File: config.mk
export PLATFORM = sky130hd
export DESIGN_NAME = count_capture_flat
export DESIGN_NICKNAME = d
export VERILOG_FILES = /design/src/rtl/count_capture_if.sv /design/src/rtl/count_capture.sv /design/src/flat_wrapper.sv
export SDC_FILE = /design/constraint.sdc
export NUM_CORES = 1
export LEC_CHECK = 0
export BUFFER_PORTS_ARGS = -buffer_cell sky130_fd_sc_hd__buf_2
export CAP_MARGIN = 15
export CORE_MARGIN = 4
export CORE_UTILIZATION = 46
export DETAILED_ROUTE_END_ITERATION = 6
export GPL_TIMING_DRIVEN = 1
export PLACE_DENSITY = 0.69
export REMOVE_ABC_BUFFERS = 1
export SETUP_SLACK_MARGIN = 0.5
export SLEW_MARGIN = 40
export SYNTH_ARGS = -nofsm -noshare
export SYNTH_HDL_FRONTEND = slang
export SYNTH_SLANG_ARGS = --single-unit
export TNS_END_PERCENT = 50
File: constraint.sdc
create_clock -name clock -period 2.08 [get_ports clock]
set_input_delay 0.104 -clock clock [delete_from_list [all_inputs] [get_ports clock]]
set_output_delay 0.104 -clock clock [all_outputs]
set_load 0.02 [all_outputs]
File: src/rtl/count_capture_if.sv
// Read-side bundle of count_capture: FWFT valid/ready port, fill level and sticky overflow.
// master = the capture block, slave = the consumer.
interface count_capture_if #(
    parameter int DEPTH = 4
);
    localparam int LW = $clog2(DEPTH) + 1;

    logic          rd_valid;
    logic          rd_ready;
    logic [15:0]   rd_data;
    logic [LW-1:0] level;
    logic          overflow;
    logic          ovf_clr;

    modport master (
        output rd_valid,
        output rd_data,
        output level,
        output overflow,
        input  rd_ready,
        input  ovf_clr
    );

    modport slave (
        input  rd_valid,
        input  rd_data,
        input  level,
        input  overflow,
        output rd_ready,
        output ovf_clr
    );
endinterface

File: src/rtl/count_capture.sv
// Timestamp capture: synchronizes event_in, detects selected edges, pushes `count` into a FWFT FIFO.
// Optional build macro COUNT_CAPTURE_DELTA_EN stores the distance from the previous event instead.
module count_capture #(
    parameter int DEPTH       = 4,
    parameter int SYNC_STAGES = 2
) (
    input  logic                  clock,
    input  logic                  clear,
    input  logic [15:0]           count,
    input  logic                  event_in,
    input  logic [1:0]            edge_sel,
    count_capture_if.master       rd
);
    localparam int               AW         = $clog2(DEPTH);
    localparam int               LW         = AW + 1;
    localparam logic [LW-1:0]    FULL_LEVEL = LW'(DEPTH);
    localparam logic [AW-1:0]    PTR_ONE    = AW'(1);

    logic [SYNC_STAGES-1:0] sync_q;
    logic                   hist_q;
    logic                   rise;
    logic                   fall;
    logic                   detect;
    logic [15:0]            capture_value;

    logic [15:0]            mem [DEPTH];
    logic [AW-1:0]          wr_ptr_q;
    logic [AW-1:0]          rd_ptr_q;
    logic [LW-1:0]          level_q;
    logic [LW-1:0]          level_d;
    logic                   overflow_q;
    logic                   full;
    logic                   empty;
    logic                   push;
    logic                   pop;
    logic                   drop;

    // NOTE: sequential state uses non-blocking assignments so every flop samples pre-edge values.
    always_ff @(posedge clock or negedge clear) begin
        if (!clear) begin
            sync_q <= '0;
            hist_q <= 1'b0;
        end else begin
            sync_q <= {sync_q[SYNC_STAGES-2:0], event_in};
            hist_q <= sync_q[SYNC_STAGES-1];
        end
    end

    assign rise   = sync_q[SYNC_STAGES-1] & ~hist_q;
    assign fall   = ~sync_q[SYNC_STAGES-1] & hist_q;
    assign detect = (edge_sel[0] & rise) | (edge_sel[1] & fall);

`ifdef COUNT_CAPTURE_DELTA_EN
    logic [15:0] base_q;

    // Base follows every detected edge, dropped or not, so deltas are event-to-event.
    always_ff @(posedge clock or negedge clear) begin
        if (!clear) begin
            base_q <= 16'h0000;
        end else if (detect) begin
            base_q <= count;
        end
    end

    assign capture_value = count - base_q;
`else
    assign capture_value = count;
`endif

    assign full  = (level_q == FULL_LEVEL);
    assign empty = (level_q == '0);
    assign pop   = ~empty & rd.rd_ready;
    assign push  = detect & (~full | pop);
    assign drop  = detect & full & ~pop;

    // NOTE: storage has no reset; empty is tracked by level_q and rd_data is forced to 0 when empty.
    always_ff @(posedge clock) begin
        if (push) begin
            mem[wr_ptr_q] <= capture_value;
        end
    end

    // NOTE: combinational blocks assign a default first so no path can infer a latch.
    always_comb begin
        level_d = level_q;
        unique case ({push, pop})
            2'b10:   level_d = level_q + LW'(1);
            2'b01:   level_d = level_q - LW'(1);
            default: level_d = level_q;
        endcase
    end

    always_ff @(posedge clock or negedge clear) begin
        if (!clear) begin
            wr_ptr_q   <= '0;
            rd_ptr_q   <= '0;
            level_q    <= '0;
            overflow_q <= 1'b0;
        end else begin
            if (push) begin
                wr_ptr_q <= wr_ptr_q + PTR_ONE;
            end
            if (pop) begin
                rd_ptr_q <= rd_ptr_q + PTR_ONE;
            end
            level_q <= level_d;
            // A drop on the same edge as ovf_clr keeps the flag set.
            if (drop) begin
                overflow_q <= 1'b1;
            end else if (rd.ovf_clr) begin
                overflow_q <= 1'b0;
            end
        end
    end

    assign rd.rd_valid = ~empty;
    assign rd.rd_data  = empty ? 16'h0000 : mem[rd_ptr_q];
    assign rd.level    = level_q;
    assign rd.overflow = overflow_q;

endmodule

File: src/flat_wrapper.sv
// flat-port wrapper written by rule: the top's interface ports become plain ports
module count_capture_flat 
#(
    parameter int DEPTH       = 4,
    parameter int SYNC_STAGES = 2
)
  (clock, clear, count, event_in, edge_sel, rd_rd_valid, rd_rd_data, rd_level, rd_overflow, rd_rd_ready, rd_ovf_clr);
  count_capture_if #(.DEPTH(DEPTH)) rd_i ();
  input  logic clock;
  input  logic clear;
  input  logic [15:0] count;
  input  logic event_in;
  input  logic [1:0] edge_sel;
  output wire logic [$bits(rd_i.rd_valid)-1:0] rd_rd_valid;
  output wire logic [$bits(rd_i.rd_data)-1:0] rd_rd_data;
  output wire logic [$bits(rd_i.level)-1:0] rd_level;
  output wire logic [$bits(rd_i.overflow)-1:0] rd_overflow;
  input wire logic [$bits(rd_i.rd_ready)-1:0] rd_rd_ready;
  input wire logic [$bits(rd_i.ovf_clr)-1:0] rd_ovf_clr;
  assign rd_rd_valid = rd_i.rd_valid;
  assign rd_rd_data = rd_i.rd_data;
  assign rd_level = rd_i.level;
  assign rd_overflow = rd_i.overflow;
  assign rd_i.rd_ready = rd_rd_ready;
  assign rd_i.ovf_clr = rd_ovf_clr;
  count_capture #(.DEPTH(DEPTH), .SYNC_STAGES(SYNC_STAGES)) u_core (.clock(clock), .clear(clear), .count(count), .event_in(event_in), .edge_sel(edge_sel), .rd(rd_i));
endmodule
# Yosys cells after proc, flatten, opt, wreduce, memory -nomap -nowiden
# Memories as Yosys holds them, arrays and structs flattened.
# Index checks and enable logic that the tools add are counted.
# classes
add_sub_neg	4
multipliers	0
n_div	0
n_lt_le_gt_ge	0
n_eq_ne	3
n_shift	0
n_mux	6
bitwise	15
reduce_logical	3
# ops
operator	count
2-to-1 mux 16 bit	1
bitwise AND 1 bit	8
one-hot mux 3 bit (2 select lines)	1
NOT 1 bit	5
adder 2 x 1 -> 2 bit, second input constant	2
2-to-1 mux 1 bit	4
nonzero test 2 bit	2
adder 3 x 1 -> 3 bit, second input constant	1
equality test 3 bit, second input constant	1
logical NOT 3 bit	1
subtractor 3 x 1 -> 3 bit, second input constant	1
equality test 2 x 1 -> 1 bit, second input constant	1
equality test 2 bit, second input constant	1
bitwise OR 1 bit	2
# totals
register_bits	11
latchBits	0
ramBits	64
mem_bits_ro	0
in_bits	23
mem_count	1
# memory_table
memory	words	word_bits	read_ports	rd_ports_with_merged_regs	write_ports	line	text
u_core.mem	4	16	1	0	1	count_capture.sv:26	logic [15:0] mem [DEPTH];

# Logic depth before layout (Yosys ltp)
# Gate-level depths: netlist of run 1.
# depth
ltp_word	7
mapped_depth	9
depth_no_buf	9

# Least setup slack after synthesis of run 1
# Ideal clock, no wire load.
# synth_timing
kind	reg-to-reg
startpoint	register u_core.level_q[0] (netlist: u_core.rd.level[0])
endpoint	register u_core.level_q[2] (netlist: u_core.rd.level[2])
t_arrival_ns	1.944
required_ns	1.948
slack_ns	0.005
path_stages_with_launch	10
period_less_slack_ns	2.075
path_cell_list	dfrtp_1 or3_1 buf_2 and2_1 ha_1 inv_1 fa_1 xor2_1 nor2_1 xor2_1
# synth_via
elab_chain_cells	7
# synth_rtl
element	line	text
start, declared	count_capture.sv:29	logic [LW-1:0] level_q;
start signal, assigned	count_capture.sv:106	level_q <= level_d;
logical NOT 3 bit (*)	count_capture.sv:71	assign empty = (level_q == '0);
NOT 1 bit (*)	count_capture.sv:72	assign pop = ~empty & rd.rd_ready;
bitwise AND 1 bit (*)	count_capture.sv:72	
net u_core.pop	count_capture.sv:35	logic pop;
bitwise OR 1 bit	count_capture.sv:73	assign push = detect & (~full | pop);
bitwise AND 1 bit	count_capture.sv:73	
equality test 2 x 1 -> 1 bit / equality test 2 bit (equally long branches)	count_capture.sv:86	unique case ({push, pop})
one-hot mux 3 bit (2 select lines) / nonzero test 2 bit (equally long branches)	-	
# The timed path passes the listed nets; every way through them passes the cells marked *.
# A chain may end at the register's enable or synchronous reset.

# Worst setup path in the final report of run 1
# layout_timing
startpoint	register u_core.rd_ptr_q[0]
endpoint	output rd_rd_data[7]
# layout_via
elab_chain_cells	2
# layout_rtl
element	line	text
start, declared	count_capture.sv:28	logic [AW-1:0] rd_ptr_q;
start signal, assigned	count_capture.sv:104	rd_ptr_q <= rd_ptr_q + PTR_ONE;
memory (4 x 16 bit)	-	
2-to-1 mux 16 bit	count_capture.sv:117	assign rd.rd_data = empty ? 16'h0000 : mem[rd_ptr_q];
end, declared	flat_wrapper.sv:15	output wire logic [$bits(rd_i.rd_data)-1:0] rd_rd_data;
# No other way between the ends.

==> flow_metrics.tcl, run 1 <==
set metrics [dict create \
    via_per_inst 5.08 \
    end_kind "output port" \
    worst_r2r_endpoint "u_core.rd.level[2]" \
    max-cap-violations 0 \
    numCtsBuffers 9 \
    clk_pin_slew_worst_paths_ns 0.08 \
    grt_util_met2 0.265 \
    power_leakage_uw 0.00153 \
    p_total_uw 5800 \
    grtUsageTotal 0.153 \
    syn_to_final_growth_pct 33.7 \
    regArea_mm2 0.00220 \
    io_buffers 43 \
    finalCriticalPeriod_ns 1.90 \
    reg2reg_depth 9 \
    synth.avg_cell_area_um2 20.3 \
    start_kind "flip-flop" \
    cts_tree "built" \
    use_met3 0.0323 \
    met1_usage 0.175 \
    vias 1601 \
    clkSinkCount 75 \
    fin_hold_ws_ns 0.0544 \
    min_to "u_core.rd.overflow" \
    dieArea_mm2 0.00792 \
    ant_nets 0 \
    clock_path_buffers 2 \
    busiest_layer "met2" \
    arrival_ns 1.80 \
    clock-root-buffer "clkbuf_8" \
    synth_top_cell_by_area "edfxtp_1" \
    status "complete, no violations" \
    synth_area_leaders "edfxtp_1 64%, dfrtp_1 9.1%, mux4_1 7.0%, mux4_2 6.0%, and2_1 4.4%" \
    worstReg2RegStart "u_core.rd.level[0]" \
    ys_seq_area_frac 0.728 \
    worst_pin_slew_ns 0.277 \
    synth-seq-cells 75 \
    initial_core_util 0.475 \
    die_y_um 89.0 \
    fillers 446 \
    hold_viol 0 \
    place.gp.congestion 0.680 \
    syn_area_mm2 0.00302 \
    routed_wl_um 5960 \
    drive_above_1_share 0.525 \
    slew_headroom 0.815 \
    grt_max_degree 19 \
    drt_pass1_iterations 4 \
    reg2reg_slack_ns 0.21 \
    nNetsFinal 262 \
    setup_tns_ns 0 \
    fin_crit_sh 0.915 \
    grt_pass1_vias 1695 \
    core-area_mm2 0.00635 \
    crit_fanout 8 \
    clk_latency_ns 0.34 \
    drcViolationCount 0 \
    worstSetupPathType "flip-flop to output port" \
    ys_types 23 \
    wl_per_cell_um 18.9 \
    min_path_type "input port to flip-flop" \
    max-vdd-ir-drop_uv 897 \
    crit_required_ns 1.98 \
    layout_common_cells "64 x edfxtp_1, 26 x buf_2, 22 x and2_4" \
    whs_path_depth 3 \
    final_common_cell "edfxtp_1" \
    htree_num_levels 3 \
    drt_iter0_drc 136 \
    yosysTopAreaCellShare 0.637 \
    hpwl_um 3440 \
    hold_start "rd_ovf_clr" \
    setup_viol 0 \
    ys.warnings.count 0 \
    grt_overflow_total 0 \
    grt_setup_unrepaired "true" \
    rows 29 \
    grt_first_pass_wirelength_um 8510 \
    fmax_mhz 525 \
    multi_input_area_um2 811 \
    n_antenna_cell 0 \
    crit_path_start "u_core.rd_ptr_q[0]" \
    skew_ns 0.00725 \
    drv_slew 0 \
    ios 44 \
    synth_cells 149 \
    p_per_area_mw_per_mm2 1440 \
    dieWidth_um 89.0 \
    antenna_found_initial 0 \
]
[layout make-up]
cell class	instances	share of cell area
flip-flops and latches	75	0.546
multi-input cells	63	0.201
repair buffers	77	0.169
clock buffers	10	0.0316
well taps	77	0.0239
clock inverters	6	0.0220
inverters	7	0.00651
[sequential cells by signal, summed over array words and instances (netlist names)]
| name | cells |
|---|---|
| u_core.hist_q | 1 |
| u_core.mem | 64 |
| u_core.rd.level | 3 |
| u_core.rd.overflow | 1 |
| u_core.rd_ptr_q | 2 |
| u_core.sync_q | 2 |
| u_core.wr_ptr_q | 2 |
[what timing repair did]
action                                  CTS  global route
hold buffers                             18             0
buffers inserted                          6             4
endpoints found under the setup margin   84            83
hold endpoints to repair                 76             0
gates cloned                              0             4
pin swaps                                 5             8
resized for setup                        16            67
[synthesized netlist by cell type]
cell and n:
edfxtp_1 64, and2_1 21, dfrtp_1 11, mux4_1 8, mux4_2 8, inv_1 7, ha_1 5, buf_2 4
xnor2_1 3, xor2_1 3, nand2_1 2, nand3b_1 2, a21oi_2 1, a22o_1 1, buf_12 1, buf_6 1
fa_1 1, mux2_2 1, nand3_1 1, nor2_1 1, nor4b_2 1, o21ai_0 1, or3_1 1
[worst max path at each step]
stage,end,slack [ns],depth (start not counted)
after floorplan,u_core.rd.level[2],-0.17,8
after global placement,u_core.rd.level[2],0.14,9
after detailed placement,u_core.rd.level[1],0.04,6
after CTS,rd_rd_data[6],0.13,4
after global routing,u_core.rd.level[2],0.11,9
final,rd_rd_data[7],0.18,4
[critical path: stages, from the launching register on]
cell and delay [ns]:
dfrtp_2 0.45, clkbuf_16 0.20, mux4_2 0.51, and2_4 0.17, buf_6 0.12
[metrics by stage]
stage | std cells | setup WS, ns | utilization | area [um^2]
after floorplan | 143 | -0.173 | - | 2970
after global routing | 315 | 0.109 | 0.635 | 4030
final | 315 | 0.176 | 0.635 | 4030
after detailed placement | 267 | 0.0351 | 0.523 | 3320
after CTS | 307 | 0.130 | 0.599 | 3800
after global placement | 267 | 0.139 | 0.523 | 3320
[logic make-up (layout without fill, tap and decap cells)]
group / after synthesis / in the layout / synth area share
buf+inv: 13 / 100 / 0.0257
fa+ha+maj: 6 / 6 / 0.0274
mux: 17 / 17 / 0.133
compound gates: 3 / 3 / 0.00746
xor+xnor: 6 / 6 / 0.0174
flops: 75 / 75 / 0.728
simple gates: 29 / 31 / 0.0609
[report_power, final]
part           total, uW  internal [uW]  switching (uW)  leakage [uW]
clock network       1200            677             520      0.000103
registers           2010           1860             156      0.000708
logic               2590           1480            1110      0.000724
[routing by layer]
metal  vias to the layer above  routed length (um)
met4                         0                 104
met2                        52                3080
met5                         -                   0
met1                       798                2470
li1                        742                   -
met3                         9                 304
Power figures use the tool's default switching activity.
==> run 2: changes to the inputs <==
Settings changed: CORE_UTILIZATION 46 to 50, PLACE_DENSITY 0.69 to 0.74.
==> flow_metrics.tcl, run 2 (synthesis results as in run 1) <==
set metrics [dict create \
    clock-root-buffer "clkbuf_8" \
    hold_start "rd_ovf_clr" \
    p_total_uw 5150 \
    grtUsageTotal 0.174 \
    regMostFlops "u_core.mem" \
    initial_core_util 0.513 \
    syn_to_final_growth_pct 29.1 \
    n_antenna_cell 0 \
    nNetsFinal 264 \
    vias 1659 \
    post-route-util 0.662 \
    setup_viol 0 \
    cp_cell_sequence "nor4b_4 > a21oi_2 > inv_1 > ha_4 > inv_2 > fa_2 > xor2_1 > nor2_1 > xor2_1" \
    fmax_mhz 512 \
    end_kind "flip-flop" \
    start_kind "flip-flop" \
    max-vdd-ir-drop_uv 599 \
    crit_path_start "u_core.rd.level[0]" \
    ios 44 \
    grt_pass1_vias 1814 \
    place_area_mm2 0.00331 \
    fin_crit_sh 0.940 \
    drv_slew 0 \
    layout_common_cells "64 x edfxtp_1, 37 x buf_2, 18 x dlygate4sd3_1" \
    clk_pin_slew_worst_paths_ns 0.07 \
    clk_latency_ns 0.34 \
    reg2reg_slack_ns 0.13 \
    max-cap-violations 0 \
    drcViolationCount 0 \
    clkSinkCount 75 \
    hpwl_um 3560 \
    final_common_cell "edfxtp_1" \
    fin_hold_ws_ns 0.0579 \
    via_per_inst 5.27 \
    dpl_worst_slack_ns 0.0199 \
    core-area_mm2 0.00589 \
    grt_max_degree 19 \
    final_area_mm2 0.00390 \
    cp_slowest_cell "dfrtp_2" \
    min_path_type "input port to flip-flop" \
    drt_pass1_iterations 4 \
    crit_family "adder cells" \
    wl_per_cell_um 19.7 \
    arrival_ns 2.22 \
    worstSetupPathType "flip-flop to flip-flop" \
    largest_reg_flops 64 \
    routed_wl_um 6200 \
    crit_fanout 5 \
    drive_above_1_share 0.442 \
    power_leakage_uw 0.00148 \
    worstReg2RegStart "u_core.rd.level[0]" \
    grt_overflow_total 0 \
    crit_top_cell "xor2_1" \
    crit_required_ns 2.34 \
    antenna_found_initial 0 \
    grt_setup_unrepaired "true" \
    reg2reg_depth 9 \
    grt_first_pass_wirelength_um 9270 \
    numCtsBuffers 9 \
    setup_ws_ns 0.125 \
    io_buffers 43 \
    clock_path_buffers 2 \
    cts_tree "built" \
    dieArea_mm2 0.00734 \
    path_buf_inv 2 \
    htree_num_levels 3 \
    crit_end "u_core.rd.level[2]" \
    finalCriticalPeriod_ns 1.95 \
    place.gp.congestion 0.806 \
    rows 28 \
    hold_viol 0 \
    slowest_delay_ns 0.45 \
    status "complete, no violations" \
    slew_headroom 0.820 \
    skew_ns 0.00479 \
    p_per_area_mw_per_mm2 1320 \
    worst_pin_slew_ns 0.269 \
    worst_r2r_endpoint "u_core.rd.level[2]" \
    dieWidth_um 85.7 \
    crit_cells 9 \
    die_y_um 85.7 \
    drt_iter0_drc 113 \
    ant_nets 0 \
]
-- run 2: repair_timing --
item	in CTS	in global routing
hold buffers	18	0
pin swaps	8	10
buffers inserted	4	6
hold endpoints to repair	76	0
gates cloned	3	2
endpoints found under the setup margin	84	84
gates resized for setup	20	35
-- run 2: tightest hold or removal path: stages --
cell	delay, ns
buf_2	0.09
inv_1	0.04
a22o_1	0.12
-- run 2: metrics by stage --
step | instances | TNS [ns]
detailed placement | 266 | 0
floorplan | 143 | -0.340
global placement | 266 | 0
global route | 315 | 0
CTS | 307 | 0
finish | 315 | 0
-- run 2: area by class of cell --
| type | instances | area (um^2) |
|---|---|---|
| sequential | 75 | 2200 |
| multi-input combinational | 65 | 820 |
| clock buffer | 10 | 128 |
| timing repair buffer | 77 | 607 |
| fill | 400 | 1990 |
| tap | 75 | 93.8 |
| clock inverter | 6 | 22.5 |
| inverter | 7 | 26.3 |
-- run 2: how the worst min path moves through the flow --
stage,to,slack (ns),depth (start not counted)
6_report,u_core.rd.overflow,0.06,3
3_5_place_dp,u_core.rd.level[0],-0.01,1
3_3_place_gp,u_core.rd.level[0],-0.02,1
4_1_cts,u_core.rd.overflow,0.05,3
2_1_floorplan,u_core.hist_q,-0.19,0
5_1_grt,u_core.rd.overflow,0.07,3
-- run 2: layer usage --
| layer | vias to the layer above | track usage | wire, um | part of all wire |
|---|---|---|---|---|
| li1 | 747 | - | - | - |
| met3 | 7 | 0.0327 | 309 | 0.050 |
| met5 | - | 0 | 0 | 0 |
| met1 | 861 | 0.211 | 2450 | 0.40 |
| met4 | 0 | 0.104 | 91 | 0.015 |
| met2 | 44 | 0.292 | 3340 | 0.54 |
-- run 2: report_power, final --
| part | total [uW] | internal, uW | switching (uW) | leakage, uW |
|---|---|---|---|---|
| combinational | 2250 | 1160 | 1090 | 0.000698 |
| clock | 897 | 409 | 488 | 0.0000753 |
| sequential | 2000 | 1850 | 150 | 0.000710 |
| total | 5150 | 3420 | 1730 | 0.00148 |
==> run 3: changes to the inputs <==
Settings changed: GPL_TIMING_DRIVEN 1 to 0.
==> flow_metrics.tcl, run 3 (synthesis results as in run 1) <==
set metrics [dict create \
    min_path_type "input port to flip-flop" \
    clk_latency_ns 0.33 \
    syn_to_final_growth_pct 33.4 \
    start_kind "flip-flop" \
    setup_viol 0 \
    p_per_area_mw_per_mm2 1410 \
    slowest_delay_ns 0.46 \
    via_per_inst 5.23 \
    rows 28 \
    cp_cell_sequence "nor4b_4 > a21oi_4 > inv_2 > ha_4 > inv_2 > fa_2 > xor2_2 > nor2_2 > xor2_1" \
    drive_above_1_share 0.529 \
    antenna_found_initial 0 \
    drt_pass1_iterations 4 \
    dieArea_mm2 0.00734 \
    multi_input_area_um2 848 \
    finalCriticalPeriod_ns 2.02 \
    grt_setup_unrepaired "true" \
    largest_reg_flops 64 \
    arrival_ns 2.27 \
    skew_ns 0.00572 \
    max-cap-violations 0 \
    htree_num_levels 3 \
    wl_per_cell_um 19.6 \
    n_antenna_cell 0 \
    fmax_mhz 496 \
    dieWidth_um 85.7 \
    ant_nets 0 \
    cp_slowest_cell "dfrtp_2" \
    worstSetupPathType "flip-flop to flip-flop" \
    crit_fanout 5 \
    io_buffers 43 \
    vias 1648 \
    drt_iter0_drc 79 \
    final_common_cell "edfxtp_1" \
    ios 44 \
    grt_pass1_vias 1837 \
    power_leakage_uw 0.00153 \
    routed_wl_um 6160 \
    p_total_uw 5690 \
    regMostFlops "u_core.mem" \
    clkSinkCount 75 \
    core-area_mm2 0.00589 \
    clk_pin_slew_worst_paths_ns 0.07 \
    max-vdd-ir-drop_uv 795 \
    clock_path_buffers 2 \
    grtUsageTotal 0.176 \
    initial_core_util 0.513 \
    crit_required_ns 2.33 \
    hpwl_um 3450 \
    status "complete, no violations" \
    regArea_mm2 0.00220 \
    fin_crit_sh 0.969 \
    post-route-util 0.684 \
    drv_slew 0 \
    place_inst 261 \
    fillers 374 \
    grt_max_degree 19 \
    path_buf_inv 2 \
    end_kind "flip-flop" \
    finalNonFillerCells 315 \
    hold_viol 0 \
    grt_overflow_total 0 \
    crit_family "simple AND/OR/NAND/NOR gates" \
    numCtsBuffers 9 \
    slew_headroom 0.697 \
    die_y_um 85.7 \
    nNetsFinal 264 \
    crit_top_cell "inv_2" \
    drcViolationCount 0 \
    place.gp.congestion 0.690 \
    layout_common_cells "64 x edfxtp_1, 27 x buf_2, 23 x and2_4" \
    cts_tree "built" \
    clock-root-buffer "clkbuf_8" \
    grt_first_pass_wirelength_um 9360 \
    worst_pin_slew_ns 0.455 \
]
run 3: cell types whose count changed in the layout (fill, tap and decap cells not counted), sizes merged:
| cell | delta |
|---|---|
| buf | +1 |
| clkinv | -3 |
| clkbuf | +2 |
run 3: worst register-to-register path: cells and delay by family, from the launching register on:
family / cells / cell delay [ns]
buffers and inverters: 2 / 0.11
DFF: 1 / 0.46
xor gates and xnor gates: 2 / 0.34
adders and majority gates: 2 / 0.48
AOI/OAI and AO/OA: 1 / 0.06
and+or+nand+nor: 2 / 0.50
run 3: area by class of cell:
type | count | area share
clock buffer | 13 | 0.0395
clock inverter | 3 | 0.00342
multi-input combinational | 65 | 0.211
tap | 75 | 0.0233
sequential | 75 | 0.547
timing repair buffer | 77 | 0.169
inverter | 7 | 0.00653
run 3: routing by layer:
layer,vias up,track usage,part of all wire
li1,743,-,-
met1,836,0.200,0.37
met2,60,0.321,0.55
met3,9,0.0336,0.065
met4,0,0.0820,0.018
met5,-,0,0
run 3: where the power goes:
part	internal, uW	switching [uW]	leakage, uW
logic	1530	1140	0.000731
registers	1860	198	0.000709
clock network	491	470	0.0000908
total	3880	1810	0.00153
run 3: final timing paths:
check | to | slack, ns | startpoint | cells past startpoint
max | u_core.rd.level[2] | 0.06 | u_core.rd.level[0] | 9
min | u_core.rd.overflow | 0.09 | rd_ovf_clr | 3
max reg2reg | u_core.rd.level[2] | 0.06 | u_core.rd.level[0] | 9
min reg2reg | u_core.sync_q[1] | 0.35 | u_core.sync_q[0] | 0
max in group asynchronous | u_core.rd_ptr_q[0] | 1.69 | clear | 2
min in group asynchronous | u_core.rd_ptr_q[0] | 0.16 | clear | 2
run 3: timing repair:
action,CTS,global route
pin swaps,9,9
hold endpoints to repair,76,0
gates cloned,2,3
resized for setup,61,26
setup endpoints to repair,85,84
hold buffers,18,0
setup buffers,9,6
run 3: per-stage QoR:
step	TNS [ns]	area (um^2)	hold slack, ns	setup slack (ns)
finish	0	4030	0.0903	0.0638
floorplan	-0.340	2970	-0.192	-0.173
global placement	-0.404	3280	-0.0236	-0.200
detailed placement	-0.616	3280	-0.0184	-0.327
CTS	0	3890	0.0763	0.0522
global route	-0.0244	4030	0.0832	-0.0244
